**src/rtl/fetch_ctl_pkg.sv**
```systemverilog
// Shared definitions for the fetch/flag stage in front of the 8-bit ALU.
// Contents:
//   fetch_state_t : IDLE / RUN / DONE sequencing states
//   PC_W_DEF      : default program counter width
//   LUT_AW_DEF    : default branch-target LUT address width
package core_pkg;

  typedef enum logic [1:0] {
    IDLE = 2'd0,
    RUN  = 2'd1,
    DONE = 2'd2
  } fetch_state_t;

  localparam int unsigned PC_W_DEF   = 10;
  localparam int unsigned LUT_AW_DEF = 4;

endpackage

```
**src/rtl/fetch_ctl_if.sv**
```systemverilog
// Decode/ALU-facing bundle of the fetch stage.
// master : decoder/ALU side (drives controls, observes pc/flag/status)
// slave  : fetch_ctl side
//   start, halt_req, br_en, jmp_en, tgt_idx : sequencing and redirect controls
//   alu_zero, alu_sc_o                      : ALU results for the current instruction
//   sc_we, sc_clr                           : flag register controls
//   lut_we, lut_addr, lut_data              : branch-target LUT write port
//   pc, sc_i, running, done                 : registered outputs
interface fetch_ctl_if
  import core_pkg::*;
#(
  parameter int unsigned PC_W   = PC_W_DEF,
  parameter int unsigned LUT_AW = LUT_AW_DEF
);
  logic              start;
  logic              halt_req;
  logic              br_en;
  logic              jmp_en;
  logic [LUT_AW-1:0] tgt_idx;
  logic              alu_zero;
  logic              alu_sc_o;
  logic              sc_we;
  logic              sc_clr;
  logic              lut_we;
  logic [LUT_AW-1:0] lut_addr;
  logic [PC_W-1:0]   lut_data;
  logic [PC_W-1:0]   pc;
  logic              sc_i;
  logic              running;
  logic              done;

  modport master (
    output start, halt_req, br_en, jmp_en, tgt_idx, alu_zero, alu_sc_o,
           sc_we, sc_clr, lut_we, lut_addr, lut_data,
    input  pc, sc_i, running, done
  );

  modport slave (
    input  start, halt_req, br_en, jmp_en, tgt_idx, alu_zero, alu_sc_o,
           sc_we, sc_clr, lut_we, lut_addr, lut_data,
    output pc, sc_i, running, done
  );
endinterface

```
**src/rtl/fetch_ctl_branch_lut.sv**
```systemverilog
// Branch-target lookup table: 2^LUT_AW entries of PC_W bits.
// Synchronous write, combinational read, synchronous clear on reset.
//   clk, reset         : clock, synchronous active-high clear
//   i_we/i_waddr/i_wdata : write port (gated by the caller)
//   i_raddr / o_rdata  : combinational read port
module branch_lut
  import core_pkg::*;
#(
  parameter int unsigned PC_W   = PC_W_DEF,
  parameter int unsigned LUT_AW = LUT_AW_DEF
) (
  input  logic              clk,
  input  logic              reset,
  input  logic              i_we,
  input  logic [LUT_AW-1:0] i_waddr,
  input  logic [PC_W-1:0]   i_wdata,
  input  logic [LUT_AW-1:0] i_raddr,
  output logic [PC_W-1:0]   o_rdata
);
  localparam int unsigned DEPTH = 1 << LUT_AW;

  logic [PC_W-1:0] r_mem [DEPTH];

  always_ff @(posedge clk) begin
    if (reset) begin
      for (int unsigned i = 0; i < DEPTH; i++) r_mem[i] <= '0;
    end else if (i_we) begin
      r_mem[i_waddr] <= i_wdata;
    end
  end

  assign o_rdata = r_mem[i_raddr];
endmodule

```
**src/rtl/fetch_ctl.sv**
```systemverilog
// Program counter, shift/carry flag and start/halt sequencing for the
// single-cycle core. All outputs are registers or state decodes.
//   clk, reset : clock, synchronous active-high reset
//   bus        : fetch_ctl_if.slave (controls in; pc, sc_i, running, done out)
module fetch_ctl
  import core_pkg::*;
#(
  parameter int unsigned PC_W   = PC_W_DEF,
  parameter int unsigned LUT_AW = LUT_AW_DEF
) (
  input  logic        clk,
  input  logic        reset,
  fetch_ctl_if.slave  bus
);
  fetch_state_t    r_state;
  logic [PC_W-1:0] r_pc;
  logic            r_sc_q;

  logic [PC_W-1:0] w_tgt;
  logic            w_lut_we;
  logic            w_redirect;

  // LUT is only writable while the program is not executing.
  assign w_lut_we   = bus.lut_we && (r_state != RUN);
  // jmp and taken bne both read lut[tgt_idx], so one select covers both.
  assign w_redirect = bus.jmp_en || (bus.br_en && !bus.alu_zero);

  branch_lut #(
    .PC_W   (PC_W),
    .LUT_AW (LUT_AW)
  ) u_lut (
    .clk     (clk),
    .reset   (reset),
    .i_we    (w_lut_we),
    .i_waddr (bus.lut_addr),
    .i_wdata (bus.lut_data),
    .i_raddr (bus.tgt_idx),
    .o_rdata (w_tgt)
  );

  always_ff @(posedge clk) begin
    if (reset) begin
      r_state <= IDLE;
      r_pc    <= '0;
      r_sc_q  <= 1'b0;
    end else begin
      unique case (r_state)
        IDLE, DONE: begin
          if (bus.start) begin
            r_state <= RUN;
            r_pc    <= '0;
            r_sc_q  <= 1'b0;
          end
        end
        RUN: begin
          if (bus.sc_clr)     r_sc_q <= 1'b0;
          else if (bus.sc_we) r_sc_q <= bus.alu_sc_o;

          if (bus.halt_req)   r_state <= DONE;
          else if (w_redirect) r_pc   <= w_tgt;
          else                 r_pc   <= r_pc + PC_W'(1);
        end
        default: begin
          r_state <= IDLE;
          r_pc    <= '0;
          r_sc_q  <= 1'b0;
        end
      endcase
    end
  end

  assign bus.pc      = r_pc;
  assign bus.sc_i    = r_sc_q;
  assign bus.running = (r_state == RUN);
  assign bus.done    = (r_state == DONE);
endmodule

```
**src/flat_wrapper.sv**
```systemverilog
// flat-port wrapper written by rule: the top's interface ports become plain ports
module fetch_ctl_flat import core_pkg::*;
#(
  parameter int unsigned PC_W   = PC_W_DEF,
  parameter int unsigned LUT_AW = LUT_AW_DEF
)
  (clk, reset, bus_start, bus_halt_req, bus_br_en, bus_jmp_en, bus_tgt_idx, bus_alu_zero, bus_alu_sc_o, bus_sc_we, bus_sc_clr, bus_lut_we, bus_lut_addr, bus_lut_data, bus_pc, bus_sc_i, bus_running, bus_done);
  fetch_ctl_if #(.PC_W(PC_W), .LUT_AW(LUT_AW)) bus_i ();
  input  logic clk;
  input  logic reset;
  input wire logic [$bits(bus_i.start)-1:0] bus_start;
  input wire logic [$bits(bus_i.halt_req)-1:0] bus_halt_req;
  input wire logic [$bits(bus_i.br_en)-1:0] bus_br_en;
  input wire logic [$bits(bus_i.jmp_en)-1:0] bus_jmp_en;
  input wire logic [$bits(bus_i.tgt_idx)-1:0] bus_tgt_idx;
  input wire logic [$bits(bus_i.alu_zero)-1:0] bus_alu_zero;
  input wire logic [$bits(bus_i.alu_sc_o)-1:0] bus_alu_sc_o;
  input wire logic [$bits(bus_i.sc_we)-1:0] bus_sc_we;
  input wire logic [$bits(bus_i.sc_clr)-1:0] bus_sc_clr;
  input wire logic [$bits(bus_i.lut_we)-1:0] bus_lut_we;
  input wire logic [$bits(bus_i.lut_addr)-1:0] bus_lut_addr;
  input wire logic [$bits(bus_i.lut_data)-1:0] bus_lut_data;
  output wire logic [$bits(bus_i.pc)-1:0] bus_pc;
  output wire logic [$bits(bus_i.sc_i)-1:0] bus_sc_i;
  output wire logic [$bits(bus_i.running)-1:0] bus_running;
  output wire logic [$bits(bus_i.done)-1:0] bus_done;
  assign bus_i.start = bus_start;
  assign bus_i.halt_req = bus_halt_req;
  assign bus_i.br_en = bus_br_en;
  assign bus_i.jmp_en = bus_jmp_en;
  assign bus_i.tgt_idx = bus_tgt_idx;
  assign bus_i.alu_zero = bus_alu_zero;
  assign bus_i.alu_sc_o = bus_alu_sc_o;
  assign bus_i.sc_we = bus_sc_we;
  assign bus_i.sc_clr = bus_sc_clr;
  assign bus_i.lut_we = bus_lut_we;
  assign bus_i.lut_addr = bus_lut_addr;
  assign bus_i.lut_data = bus_lut_data;
  assign bus_pc = bus_i.pc;
  assign bus_sc_i = bus_i.sc_i;
  assign bus_running = bus_i.running;
  assign bus_done = bus_i.done;
  fetch_ctl #(.PC_W(PC_W), .LUT_AW(LUT_AW)) u_core (.clk(clk), .reset(reset), .bus(bus_i));
endmodule
```
**config.mk**
```make
export PLATFORM = sky130hd
export DESIGN_NAME = fetch_ctl_flat
export DESIGN_NICKNAME = d
export VERILOG_FILES = /design/src/rtl/fetch_ctl_pkg.sv /design/src/rtl/fetch_ctl_if.sv /design/src/rtl/fetch_ctl_branch_lut.sv /design/src/rtl/fetch_ctl.sv /design/src/flat_wrapper.sv
export SDC_FILE = /design/constraint.sdc
export NUM_CORES = 1
export LEC_CHECK = 0
export CORE_UTILIZATION = 29
export CTS_CLUSTER_DIAMETER = 200
export DETAILED_ROUTE_END_ITERATION = 6
export GPL_TIMING_DRIVEN = 0
export MAX_ROUTING_LAYER = met4
export SLEW_MARGIN = 10
export SYNTH_ARGS = -nofsm -noshare
export SYNTH_HDL_FRONTEND = slang
export SYNTH_SLANG_ARGS = --single-unit
```
**constraint.sdc**
```tcl
create_clock -name clk -period 2.05 [get_ports clk]
set_input_delay 0.41 -clock clk [delete_from_list [all_inputs] [get_ports clk]]
set_output_delay 0.41 -clock clk [all_outputs]
set_load 0.02 [all_outputs]
```
==> flow_metrics.env <==
export IMPL_initial_utilization=0.295
export IMPL_final_util=0.355
export IMPL_hold_path_class="reg -> reg"
export IMPL_path_buf_inv=1
export IMPL_synth_seq_cells=173
export IMPL_fmax_ghz=0.490
export IMPL_avgViaCountPerCell=4.86
export IMPL_clk_latency_ps=440
export IMPL_period_share=0.995
export IMPL_ys_flop_type="edfxtp_1"
export IMPL_p_per_area_nw_per_um2=838
export IMPL_synth_nets=617
export IMPL_first_global_vias=4993
export IMPL_grt_pass1_wl_um=32700
export IMPL_drc=0
export IMPL_wl_um=22400
export IMPL_synth_seq_area_share=0.620
export IMPL_cts_buffer_depth=2
export IMPL_cp_top_family="simple AND/OR/NAND/NOR gates"
export IMPL_cts_tree="done"
export IMPL_async_reset_ff_frac=0
export IMPL_gp_congestion=0.877
export IMPL_synth_edf_count=160
export IMPL_final_cell_area_um2=9830
export IMPL_r2r_setup_slack_ps=10
export IMPL_yosys_area_top_type="edfxtp_1"
export IMPL_die_y_um=170
export IMPL_drt_wirelength_per_cell_um=21.5
export IMPL_areaGrowthSynthToFinish_pct=20.4
export IMPL_ir_worst_vdd_uv=476
export IMPL_portBuffers=38
export IMPL_avgSynthCellArea_um2=13.9
export IMPL_vias=5069
export IMPL_cp_data_arrival_time_ps=2170
export IMPL_synth_area_leaders="edfxtp_1 (59%), and2_1 (12%), mux4_2 (10%)"
export IMPL_outcome="finished clean"
export IMPL_die_w_um=170
export IMPL_rsz0062_at_grt="true"
export IMPL_nNetsFinal=680
export IMPL_critPathKind="reg -> reg"
export IMPL_design_die_area_um2=28800
export IMPL_clock_skew_final_ps=10.7
export IMPL_p_leak_nw=3.56
export IMPL_syn_area_um2=8170
export IMPL_postCtsHoldBufs=0
export IMPL_ctsRootBufferMaster="clkbuf_16"
export IMPL_crit_path_max_fanout=10
export IMPL_yosysTopAreaCellShare=0.588
export IMPL_num_io_pins=42
export IMPL_slew_headroom=0.528
export IMPL_core_um2=27700
export IMPL_dp_hpwl_um=14600
export IMPL_rows=61
export IMPL_antenna_found_initial=0
export IMPL_setup_viol=0
export IMPL_overflow=0
export IMPL_worst_setup_path_end_kind="register"
export IMPL_syn_inst=587
export IMPL_synth_cell_types=49
export IMPL_grt_max_degree=17
export IMPL_cts_max_level=4
export IMPL_drive_gt1_frac=0.213
export IMPL_nFillCells=2683
export IMPL_slowest_delay_ps=410
export IMPL_multiInputGateArea_um2=2990
export IMPL_regArea_um2=5060
export IMPL_grtUsageTotal=0.167
export IMPL_slowest_stage="dfxtp_1"
export IMPL_cp_start_kind="register"
export IMPL_cts_clk_slew_worst_paths_ps=60
export IMPL_yosysWarnings=0
export IMPL_finalCriticalPeriod_ps=2040
export IMPL_drt_iter0_markers=608
export IMPL_dr_pass1_iters=5
export IMPL_required_ps=2180
export IMPL_cts_inserted_buffers=17
export IMPL_postRouteAntennaNets=0
export IMPL_ys_top_cells_by_count="and2_1 (160), edfxtp_1 (160), mux4_2 (37)"
export IMPL_path_cells="nand2b_2 -> inv_2 -> nor4b_4 -> nand2_1 -> nor3_1 -> or2_4"
export IMPL_worstMarginPinSlew_ps=708
export IMPL_numClockSinks=173
export IMPL_dpl_cell_area_um2=9020
export IMPL_drv_slew=0
export IMPL_cap_viol_max_count=0
export IMPL_hold_viol=0
==> report_power, final <==
part / internal [mW] / switching (mW) / leakage [nW]
registers: 3.97 / 0.0404 / 1.77
logic: 0.278 / 0.398 / 1.47
clock network: 2.08 / 1.48 / 0.314
==> repair_timing <==
action                                  in CTS  in global routing
gates resized for setup                     25                 39
pin swaps                                    0                  2
cloned                                       0                  2
setup buffers                                0                  4
endpoints found under the setup margin     271                242
==> registers in the layout, summed over array words and instances, names as in the netlist <==
signal	cells
u_core.bus.sc_i	1
u_core.r_state	2
u_core.bus.pc	10
u_core.u_lut.r_mem	160
==> tightest hold or removal path, delay by kind of cell (launching register included) <==
kind,cells,cell delay [ps]
and+or+nand+nor,1,60
DFF,1,330
AOI/OAI and AO/OA,1,50
==> through the flow <==
stage	worst slack (ps)	setup TNS [ps]	total power, mW	hold slack, ps	cells
final	10.0	0	8.24	488	1042
after global routing	-65.0	-2580	8.47	524	1041
after CTS	1.48	0	8.24	495	1035
after detailed placement	-732	-151360	4.73	486	1003
after global placement	-780	-149570	4.72	479	1003
after floorplan	179	0	4.44	520	587
==> cells by family (layout without fill, tap and decap cells) <==
group,after synthesis,count (layout),synth area share
other,0,1,0
buffers and inverters,47,121,0.0242
flip-flops,173,173,0.620
XOR/XNOR,3,3,0.00322
multiplexers,55,55,0.125
AND/OR/NAND/NOR,263,265,0.191
adder cells (fa/ha/maj),1,1,0.00153
AO/OA/AOI/OAI,45,45,0.0342
==> final timing paths <==
check / startpoint / end / cells after the start
min: u_core.bus.pc[9] / u_core.bus.pc[9] / 2
max reg2reg: u_core.r_state[1] / u_core.u_lut.r_mem[0][8] / 6
min reg2reg: u_core.bus.pc[9] / u_core.bus.pc[9] / 2
max: u_core.r_state[1] / u_core.u_lut.r_mem[0][8] / 6
==> layout by cell type, fill, tap and decap left out, types with 4 or more instances in the layout <==
cell,n
and2_1,160
mux2_2,9
clkbuf_16,17
bufinv_16,4
o21ai_0,6
nor2b_1,4
or2_4,17
mux2i_1,8
nand3_1,9
clkbuf_4,5
o21ai_1,6
o21bai_1,4
buf_2,9
edfxtp_1,160
mux4_2,37
dfxtp_1,13
inv_8,4
nand3b_1,4
nand2b_1,4
a21oi_1,12
clkdlybuf4s50_1,36
nor2_1,20
nor3_1,8
nand2_1,21
clkbuf_2,10
clkbuf_1,15
a22oi_1,4
buf_4,8
==> final cells by class <==
class                      instances  share of cell area
sequential                       173               0.515
clock buffer                      18              0.0437
inverter                           3             0.00115
clock inverter                    14              0.0209
buffer                            44              0.0242
timing repair buffer              42              0.0419
multi-input combinational        369               0.305
tap                              378              0.0481
antenna                            1            0.000255
==> layer usage <==
layer,up-vias,share of wire,global-route usage
met3,35,0.069,0.0347
met2,200,0.47,0.255
met1,2556,0.44,0.217
met5,-,0,-
met4,0,0.023,0.0678
li1,2278,-,-
Note: power is estimated with default switching activity, not from simulation.
